[src/rtl/mc_sequencer_if.sv]
// Memory handshake bundle between the sequencer and the instruction/data memories.
interface mc_sequencer_if;
  logic imem_req_o;
  logic imem_ready_i;
  logic dmem_req_o;
  logic dmem_we_o;
  logic dmem_ready_i;

  modport master (
    output imem_req_o, dmem_req_o, dmem_we_o,
    input  imem_ready_i, dmem_ready_i
  );

  modport slave (
    input  imem_req_o, dmem_req_o, dmem_we_o,
    output imem_ready_i, dmem_ready_i
  );
endinterface

[src/rtl/mc_sequencer.sv]
// Multi-cycle instruction sequencer: fetch/decode/execute/memory/writeback with
// handshake timeouts, a sticky trap state and a retired-instruction counter.
//
// state  | meaning
// FETCH  | request instruction, latch IR when imem ready
// DECODE | check opcode legality
// EXEC   | resolve branches, route loads/stores to MEM
// MEM    | data access until dmem ready
// WB     | register write and PC update
// TRAP   | absorbing fault, left only by reset
module mc_sequencer #(
  parameter int unsigned TIMEOUT = 16,
  parameter int unsigned CNT_W   = 32
) (
  input  logic             clk_i,
  input  logic             rst_i,
  input  logic             en_i,
  input  logic [6:0]       opcode_i,
  input  logic             br_taken_i,
  mc_sequencer_if.master   mem,
  output logic             ir_we_o,
  output logic             pc_we_o,
  output logic             pc_sel_o,
  output logic             rd_wren_o,
  output logic             trap_o,
  output logic [1:0]       trap_cause_o,
  output logic [2:0]       state_o,
  output logic [CNT_W-1:0] retired_o
);

  typedef enum logic [2:0] {
    S_FETCH  = 3'd0,
    S_DECODE = 3'd1,
    S_EXEC   = 3'd2,
    S_MEM    = 3'd3,
    S_WB     = 3'd4,
    S_TRAP   = 3'd5
  } state_t;

  localparam logic [6:0] OP_LOAD   = 7'b0000011;
  localparam logic [6:0] OP_STORE  = 7'b0100011;
  localparam logic [6:0] OP_BRANCH = 7'b1100011;
  localparam logic [6:0] OP_IMM    = 7'b0010011;
  localparam logic [6:0] OP_REG    = 7'b0110011;
  localparam logic [6:0] OP_LUI    = 7'b0110111;
  localparam logic [6:0] OP_AUIPC  = 7'b0010111;
  localparam logic [6:0] OP_JAL    = 7'b1101111;
  localparam logic [6:0] OP_JALR   = 7'b1100111;

  localparam logic [1:0] CAUSE_ILLEGAL = 2'd1;
  localparam logic [1:0] CAUSE_IMEM_TO = 2'd2;
  localparam logic [1:0] CAUSE_DMEM_TO = 2'd3;

  // Counter only needs to reach TIMEOUT-1: the terminal cycle itself decides.
  localparam int unsigned WAIT_W = (TIMEOUT > 1) ? $clog2(TIMEOUT) : 1;
  localparam bit          TO_EN  = (TIMEOUT != 0);
  localparam logic [WAIT_W-1:0] WAIT_TC = WAIT_W'((TIMEOUT == 0) ? 0 : TIMEOUT - 1);

  state_t            state;
  logic [WAIT_W-1:0] wait_cnt;
  logic [1:0]        cause;
  logic [CNT_W-1:0]  retired;

  logic is_load, is_store, is_branch, is_jump, is_legal;
  logic wait_tc;
  logic imem_req, dmem_req, dmem_we, ir_we, pc_we, pc_sel, rd_wren, retire;

  always_comb begin
    is_load   = (opcode_i == OP_LOAD);
    is_store  = (opcode_i == OP_STORE);
    is_branch = (opcode_i == OP_BRANCH);
    is_jump   = (opcode_i == OP_JAL) || (opcode_i == OP_JALR);
    is_legal  = is_load || is_store || is_branch || is_jump ||
                (opcode_i == OP_IMM) || (opcode_i == OP_REG) ||
                (opcode_i == OP_LUI) || (opcode_i == OP_AUIPC);
  end

  assign wait_tc = TO_EN && (wait_cnt == WAIT_TC);

  always_comb begin
    imem_req = 1'b0;
    dmem_req = 1'b0;
    dmem_we  = 1'b0;
    ir_we    = 1'b0;
    pc_we    = 1'b0;
    pc_sel   = 1'b0;
    rd_wren  = 1'b0;
    retire   = 1'b0;
    if (!rst_i) begin
      case (state)
        S_FETCH: begin
          imem_req = en_i;
          ir_we    = en_i && mem.imem_ready_i;
        end
        S_EXEC: begin
          if (is_branch) begin
            pc_we  = 1'b1;
            pc_sel = br_taken_i;
            retire = 1'b1;
          end
        end
        S_MEM: begin
          dmem_req = 1'b1;
          dmem_we  = is_store;
          if (mem.dmem_ready_i && is_store) begin
            pc_we  = 1'b1;
            retire = 1'b1;
          end
        end
        S_WB: begin
          rd_wren = 1'b1;
          pc_we   = 1'b1;
          pc_sel  = is_jump;
          retire  = 1'b1;
        end
        default: ;
      endcase
    end
  end

  always_ff @(posedge clk_i) begin
    if (rst_i) begin
      state    <= S_FETCH;
      wait_cnt <= '0;
      cause    <= 2'd0;
      retired  <= '0;
    end else begin
      if (retire) retired <= retired + CNT_W'(1);
      case (state)
        S_FETCH: begin
          if (!en_i) begin
            wait_cnt <= '0;
          end else if (mem.imem_ready_i) begin
            state <= S_DECODE;
          end else if (wait_tc) begin
            state <= S_TRAP;
            cause <= CAUSE_IMEM_TO;
          end else begin
            wait_cnt <= wait_cnt + WAIT_W'(1);
          end
        end
        S_DECODE: begin
          wait_cnt <= '0;
          if (is_legal) begin
            state <= S_EXEC;
          end else begin
            state <= S_TRAP;
            cause <= CAUSE_ILLEGAL;
          end
        end
        S_EXEC: begin
          wait_cnt <= '0;
          if (is_load || is_store) state <= S_MEM;
          else if (is_branch)      state <= S_FETCH;
          else                     state <= S_WB;
        end
        S_MEM: begin
          if (mem.dmem_ready_i) begin
            wait_cnt <= '0;
            state    <= is_store ? S_FETCH : S_WB;
          end else if (wait_tc) begin
            state <= S_TRAP;
            cause <= CAUSE_DMEM_TO;
          end else begin
            wait_cnt <= wait_cnt + WAIT_W'(1);
          end
        end
        S_WB: begin
          wait_cnt <= '0;
          state    <= S_FETCH;
        end
        S_TRAP: state <= S_TRAP;
        default: state <= S_FETCH;
      endcase
    end
  end

  assign mem.imem_req_o = imem_req;
  assign mem.dmem_req_o = dmem_req;
  assign mem.dmem_we_o  = dmem_we;
  assign ir_we_o        = ir_we;
  assign pc_we_o        = pc_we;
  assign pc_sel_o       = pc_sel;
  assign rd_wren_o      = rd_wren;
  assign trap_o         = (state == S_TRAP);
  assign trap_cause_o   = cause;
  assign state_o        = state;
  assign retired_o      = retired;

endmodule

[src/flat_wrapper.sv]
// flat-port wrapper written by rule: the top's interface ports become plain ports
module mc_sequencer_flat 
#(
  parameter int unsigned TIMEOUT = 16,
  parameter int unsigned CNT_W   = 32
)
  (clk_i, rst_i, en_i, opcode_i, br_taken_i, ir_we_o, pc_we_o, pc_sel_o, rd_wren_o, trap_o, trap_cause_o, state_o, retired_o, mem_imem_req_o, mem_dmem_req_o, mem_dmem_we_o, mem_imem_ready_i, mem_dmem_ready_i);
  mc_sequencer_if mem_i ();
  input  logic clk_i;
  input  logic rst_i;
  input  logic en_i;
  input  logic [6:0] opcode_i;
  input  logic br_taken_i;
  output logic ir_we_o;
  output logic pc_we_o;
  output logic pc_sel_o;
  output logic rd_wren_o;
  output logic trap_o;
  output logic [1:0] trap_cause_o;
  output logic [2:0] state_o;
  output logic [CNT_W-1:0] retired_o;
  output wire logic [$bits(mem_i.imem_req_o)-1:0] mem_imem_req_o;
  output wire logic [$bits(mem_i.dmem_req_o)-1:0] mem_dmem_req_o;
  output wire logic [$bits(mem_i.dmem_we_o)-1:0] mem_dmem_we_o;
  input wire logic [$bits(mem_i.imem_ready_i)-1:0] mem_imem_ready_i;
  input wire logic [$bits(mem_i.dmem_ready_i)-1:0] mem_dmem_ready_i;
  assign mem_imem_req_o = mem_i.imem_req_o;
  assign mem_dmem_req_o = mem_i.dmem_req_o;
  assign mem_dmem_we_o = mem_i.dmem_we_o;
  assign mem_i.imem_ready_i = mem_imem_ready_i;
  assign mem_i.dmem_ready_i = mem_dmem_ready_i;
  mc_sequencer #(.TIMEOUT(TIMEOUT), .CNT_W(CNT_W)) u_core (.clk_i(clk_i), .rst_i(rst_i), .en_i(en_i), .opcode_i(opcode_i), .br_taken_i(br_taken_i), .mem(mem_i), .ir_we_o(ir_we_o), .pc_we_o(pc_we_o), .pc_sel_o(pc_sel_o), .rd_wren_o(rd_wren_o), .trap_o(trap_o), .trap_cause_o(trap_cause_o), .state_o(state_o), .retired_o(retired_o));
endmodule
[config.mk]
export PLATFORM = sky130hd
export DESIGN_NAME = mc_sequencer_flat
export DESIGN_NICKNAME = d
export VERILOG_FILES = /design/src/rtl/mc_sequencer_if.sv /design/src/rtl/mc_sequencer.sv /design/src/flat_wrapper.sv
export SDC_FILE = /design/constraint.sdc
export NUM_CORES = 1
export LEC_CHECK = 0
export ABC_CLOCK_PERIOD_IN_PS = 2300
export BUFFER_PORTS_ARGS = -buffer_cell sky130_fd_sc_hd__buf_2
export CORE_MARGIN = 1
export CORE_UTILIZATION = 25
export DETAILED_ROUTE_END_ITERATION = 16
export PLACE_DENSITY = 0.44
export SLEW_MARGIN = 20
export SYNTH_ARGS = -nofsm -noshare
export SYNTH_HDL_FRONTEND = slang
export SYNTH_SLANG_ARGS = --single-unit
[constraint.sdc]
create_clock -name clk_i -period 2.3 [get_ports clk_i]
set_input_delay 0.115 -clock clk_i [delete_from_list [all_inputs] [get_ports clk_i]]
set_output_delay 0.115 -clock clk_i [all_outputs]
set_load 0.01 [all_outputs]
==> impl_summary.log <==
INFO  metric drt-total-wl = approximately 6.1 mm
INFO  metric synth-compound-area-share = between 20% and 30%
INFO  metric boundaryPins = 58
INFO  metric detailed_place_hpwl = 4.41 mm
INFO  metric post_synth_mux_area_share = 0.903%
INFO  metric synth_cell_types = 44
INFO  metric grt_antenna_before_repair = 0
INFO  metric fillerInstances = between 900 and 1000
INFO  metric synthDominantCellAreaShare = 37.0%
INFO  metric htreeDepth = 2
INFO  metric worst_slew_pin_slew = around 570 ps
INFO  metric cts_tree = done
INFO  metric overflow = 0
INFO  metric detail_route.first_pass.iterations = 4
INFO  metric maxCapViolCount = 0
INFO  metric grt_max_degree = 42
INFO  metric synth-adder-area-share = roughly 1.1%
INFO  metric end_kind = flop
INFO  metric achievable-frequency = around 500 MHz
INFO  metric synth-seq-area-share = between 30 and 40%
INFO  metric clock-root-buffer = sky130_fd_sc_hd__clkbuf_8
INFO  metric setup_violations = 0
INFO  metric num_antenna_cells = 0
INFO  metric vias_per_cell = ~5.1
INFO  metric synth_xor_area_share = 3.16%
INFO  metric required = 2530 ps
INFO  metric cts_made_buffers = 5
INFO  metric power_density = 520 nW/um^2
INFO  metric post_cts.repair.setup_buffers = 0
INFO  metric fraction_of_synthesis_flops_using_an_asynchronous_set_or_reset_pin = 0%
INFO  metric maximum_number_of_buffers_from_clock_root_to_sink = 2
INFO  metric drc = 0
INFO  metric grt_first_pass_wirelength = slightly below 10 mm
INFO  metric hold_path_end = u_core.trap_cause_o[0]$_SDFFE_PP0P_
INFO  metric cp-start-kind = flop
INFO  metric rsz0062_at_grt = false
INFO  metric synth_ff_type = sky130_fd_sc_hd__dfxtp_1
INFO  metric synth_seq_cells = just over 40
INFO  metric gp_routability_congestion = about 0.75
INFO  metric hold_ws = 291 ps
INFO  metric post-route-period-util = 89.1%
INFO  metric tritoncts_num_sinks = 41
INFO  metric grt_util_all_layers = ~13%
INFO  metric route.detailed.wl_per_inst = around 13 um
INFO  metric final_antenna_net_count = 0
INFO  metric num_vias = between 2000 and 2500
INFO  metric clk_latency = approximately 290 ps
INFO  metric vdd_drop_max = around 170 uV
INFO  metric p_total = between 1 and 1.5 mW
INFO  metric r2r_start = u_core.state_o[0]$_SDFFE_PP0N_
INFO  metric worst-r2r-setup-slack = 250 ps
INFO  metric cts.clk_slew.worst_paths = around 80 ps
INFO  metric synth_area_per_cell = roughly 8 sq um
INFO  metric worstHoldStart = mem_imem_ready_i
INFO  metric synth-warning-count = 0
INFO  metric run_status = finished, final reports clean
INFO  metric relSlewSlack = between 60% and 70%
INFO  metric clock_skew = between 5 and 6 ps
INFO  metric netlist_instances = around 280
INFO  metric final.min_clock_period = 2050 ps
INFO  metric combinational_family_with_the_most_area_after_synthesis = simple AND/OR/NAND/NOR gates
INFO  metric nets = between 300 and 400
INFO  metric die-area = between 9000 and 10000 sq um
INFO  metric r2r_end = u_core.retired_o[13]$_SDFFE_PP0P_
INFO  metric min_delay_path_depth = 3
INFO  metric die_height = slightly below 100 um
INFO  metric number_of_enable_flip_flop_cells_after_synthesis = 0
INFO  metric port_buffer_count = 57
INFO  metric post_route_cells_drive_above_1_share = 23.7%
INFO  metric timing_max_transition_violations_final = 0
INFO  metric synth_area_leaders = sky130_fd_sc_hd__dfxtp_1 37%, sky130_fd_sc_hd__a21oi_1 7.7%, sky130_fd_sc_hd__o21ai_0 6.5%
INFO  metric p_leak = 1.07 nW
INFO  metric coreArea = between 8000 and 9000 sq um
INFO  metric synth-simple-area-share = between 20 and 30%
INFO  metric die-width = 96.2 um
INFO  metric postSynthNetCount = about 300
INFO  metric flow.area_growth_from_synthesis = 26.1%
INFO  metric crit_arrival = between 2000 and 2500 ps
INFO  metric rows = 33
INFO  metric synth.largest_area_cell = sky130_fd_sc_hd__dfxtp_1
INFO  metric total_standard_cell_area_after_synthesis = ~2200 sq um
INFO  metric r2r.worst_path.cells = 6
INFO  metric vias_in_the_first_global_route = around 2000
INFO  metric setup.worst_path.class = reg -> reg
INFO  metric initialDrtViolationCount = between 100 and 150
INFO  metric start_util = between 20% and 30%
INFO  metric report.final.hold_viol_count = 0
INFO  metric timing.hold.worst.class = in -> reg
INFO  metric crit_path_max_fanout = 10
==> layout by cell type (no fill, tap or decap), types with 6 or more instances in the layout <==
master | netlist | layout
sky130_fd_sc_hd__buf_2 | 0 | 57
sky130_fd_sc_hd__dfxtp_1 | 41 | 41
sky130_fd_sc_hd__a21oi_1 | 34 | 34
sky130_fd_sc_hd__o21ai_0 | 29 | 29
sky130_fd_sc_hd__or3_1 | 21 | 21
sky130_fd_sc_hd__nand2_1 | 19 | 19
sky130_fd_sc_hd__nor2_1 | 17 | 17
sky130_fd_sc_hd__nand3_1 | 11 | 11
sky130_fd_sc_hd__inv_1 | 10 | 10
sky130_fd_sc_hd__buf_4 | 0 | 8
sky130_fd_sc_hd__nor3_1 | 7 | 7
sky130_fd_sc_hd__and2_1 | 6 | 6
sky130_fd_sc_hd__xor2_1 | 6 | 6
sky130_fd_sc_hd__and3_1 | 6 | 6
sky130_fd_sc_hd__clkbuf_8 | 0 | 6
==> metal layers <==
layer / wire length (um) / track usage (%) / part of all wire, % / vias to the layer above
met5: 0 / 0 / 0 / -
met1: 3070 / 18.2 / 51 / 1073
li1: - / - / - / 1171
met3: 319 / 3.32 / 5.3 / 5
met4: 47 / 3.73 / 0.78 / 0
met2: 2630 / 21.2 / 43 / 47
==> critical path, cell delays in order (launching register included) <==
cell and delay (ps):
sky130_fd_sc_hd__dfxtp_1 350, sky130_fd_sc_hd__nand2b_1 200, sky130_fd_sc_hd__a2111oi_4 350, sky130_fd_sc_hd__buf_4 240
sky130_fd_sc_hd__o211ai_1 230, sky130_fd_sc_hd__or4_1 470, sky130_fd_sc_hd__a21oi_1 150
==> repair_timing <==
item / CTS / global route
resized for setup: 0 / 3
endpoints found under the setup margin: 0 / 5
hold buffers: 0 / 0
==> final cells by class <==
type                       count  area [sq um]  area share (%)
clock inverter                 1          30.0            1.07
clock buffer                   7          86.3            3.09
sequential                    41           821            29.4
inverter                      10          37.5            1.34
multi-input combinational    222          1340            48.1
timing repair buffer          65           345            12.4
tap                          105           131            4.70
==> worst max path at each step <==
stage / startpoint / end / slack, ps
after detailed placement: opcode_i[3] / u_core.retired_o[18]$_SDFFE_PP0P_ / -50
after CTS: u_core.retired_o[10]$_SDFFE_PP0P_ / u_core.retired_o[23]$_SDFFE_PP0P_ / 80
final: u_core.state_o[0]$_SDFFE_PP0N_ / u_core.retired_o[13]$_SDFFE_PP0P_ / 250
after global routing: u_core.retired_o[10]$_SDFFE_PP0P_ / u_core.retired_o[23]$_SDFFE_PP0P_ / 10
after global placement: opcode_i[3] / u_core.retired_o[18]$_SDFFE_PP0P_ / -20
after floorplan: u_core.state_o[0]$_SDFFE_PP0N_ / u_core.retired_o[23]$_SDFFE_PP0P_ / 130
==> cell families (layout without fill, tap and decap cells) <==
kind of cell    after synthesis  after routing
simple gates                120            120
compound gates               90             90
flops                        41             41
buf+inv                      19             83
xor+xnor                      8              8
fa+ha+maj                     2              2
mux                           2              2
==> per-stage QoR <==
stage	worst slack [ps]	area, sq um	TNS (ps)	std cells	util (%)
final	250	2800	0	451	33.3
after CTS	76.9	2780	0	451	33.1
after floorplan	129	2220	0	282	-
after detailed placement	-54.7	2660	-82.5	443	31.7
after global placement	-15.5	2660	-15.5	443	31.7
after global routing	12.0	2800	0	451	33.3
==> synth_stat cells (5+ instances only) <==
cell                        instances
sky130_fd_sc_hd__a21oi_1           34
sky130_fd_sc_hd__and2_1             6
sky130_fd_sc_hd__and3_1             6
sky130_fd_sc_hd__clkbuf_1           8
sky130_fd_sc_hd__dfxtp_1           41
sky130_fd_sc_hd__inv_1             10
sky130_fd_sc_hd__nand2_1           19
sky130_fd_sc_hd__nand2b_1           5
sky130_fd_sc_hd__nand3_1           11
sky130_fd_sc_hd__nand4_1            5
sky130_fd_sc_hd__nor2_1            17
sky130_fd_sc_hd__nor2b_1            5
sky130_fd_sc_hd__nor3_1             7
sky130_fd_sc_hd__o2111ai_1          6
sky130_fd_sc_hd__o21ai_0           29
sky130_fd_sc_hd__or3_1             21
sky130_fd_sc_hd__xor2_1             6
==> report_power, final <==
group          internal, mW  leakage [nW]  total [mW]  switching (mW)
logic                0.0468         0.679       0.115          0.0679
clock network         0.354        0.0585       0.614           0.260
registers             0.717         0.331       0.724         0.00664
total                  1.12          1.07        1.45           0.334
==> flip-flops by register name, summed over array words and instances, names as in the netlist <==
name	flops
u_core.state_o	3
u_core.wait_cnt	4
u_core.trap_cause_o	2
u_core.retired_o	32
Note: power is estimated with default switching activity, not from simulation.
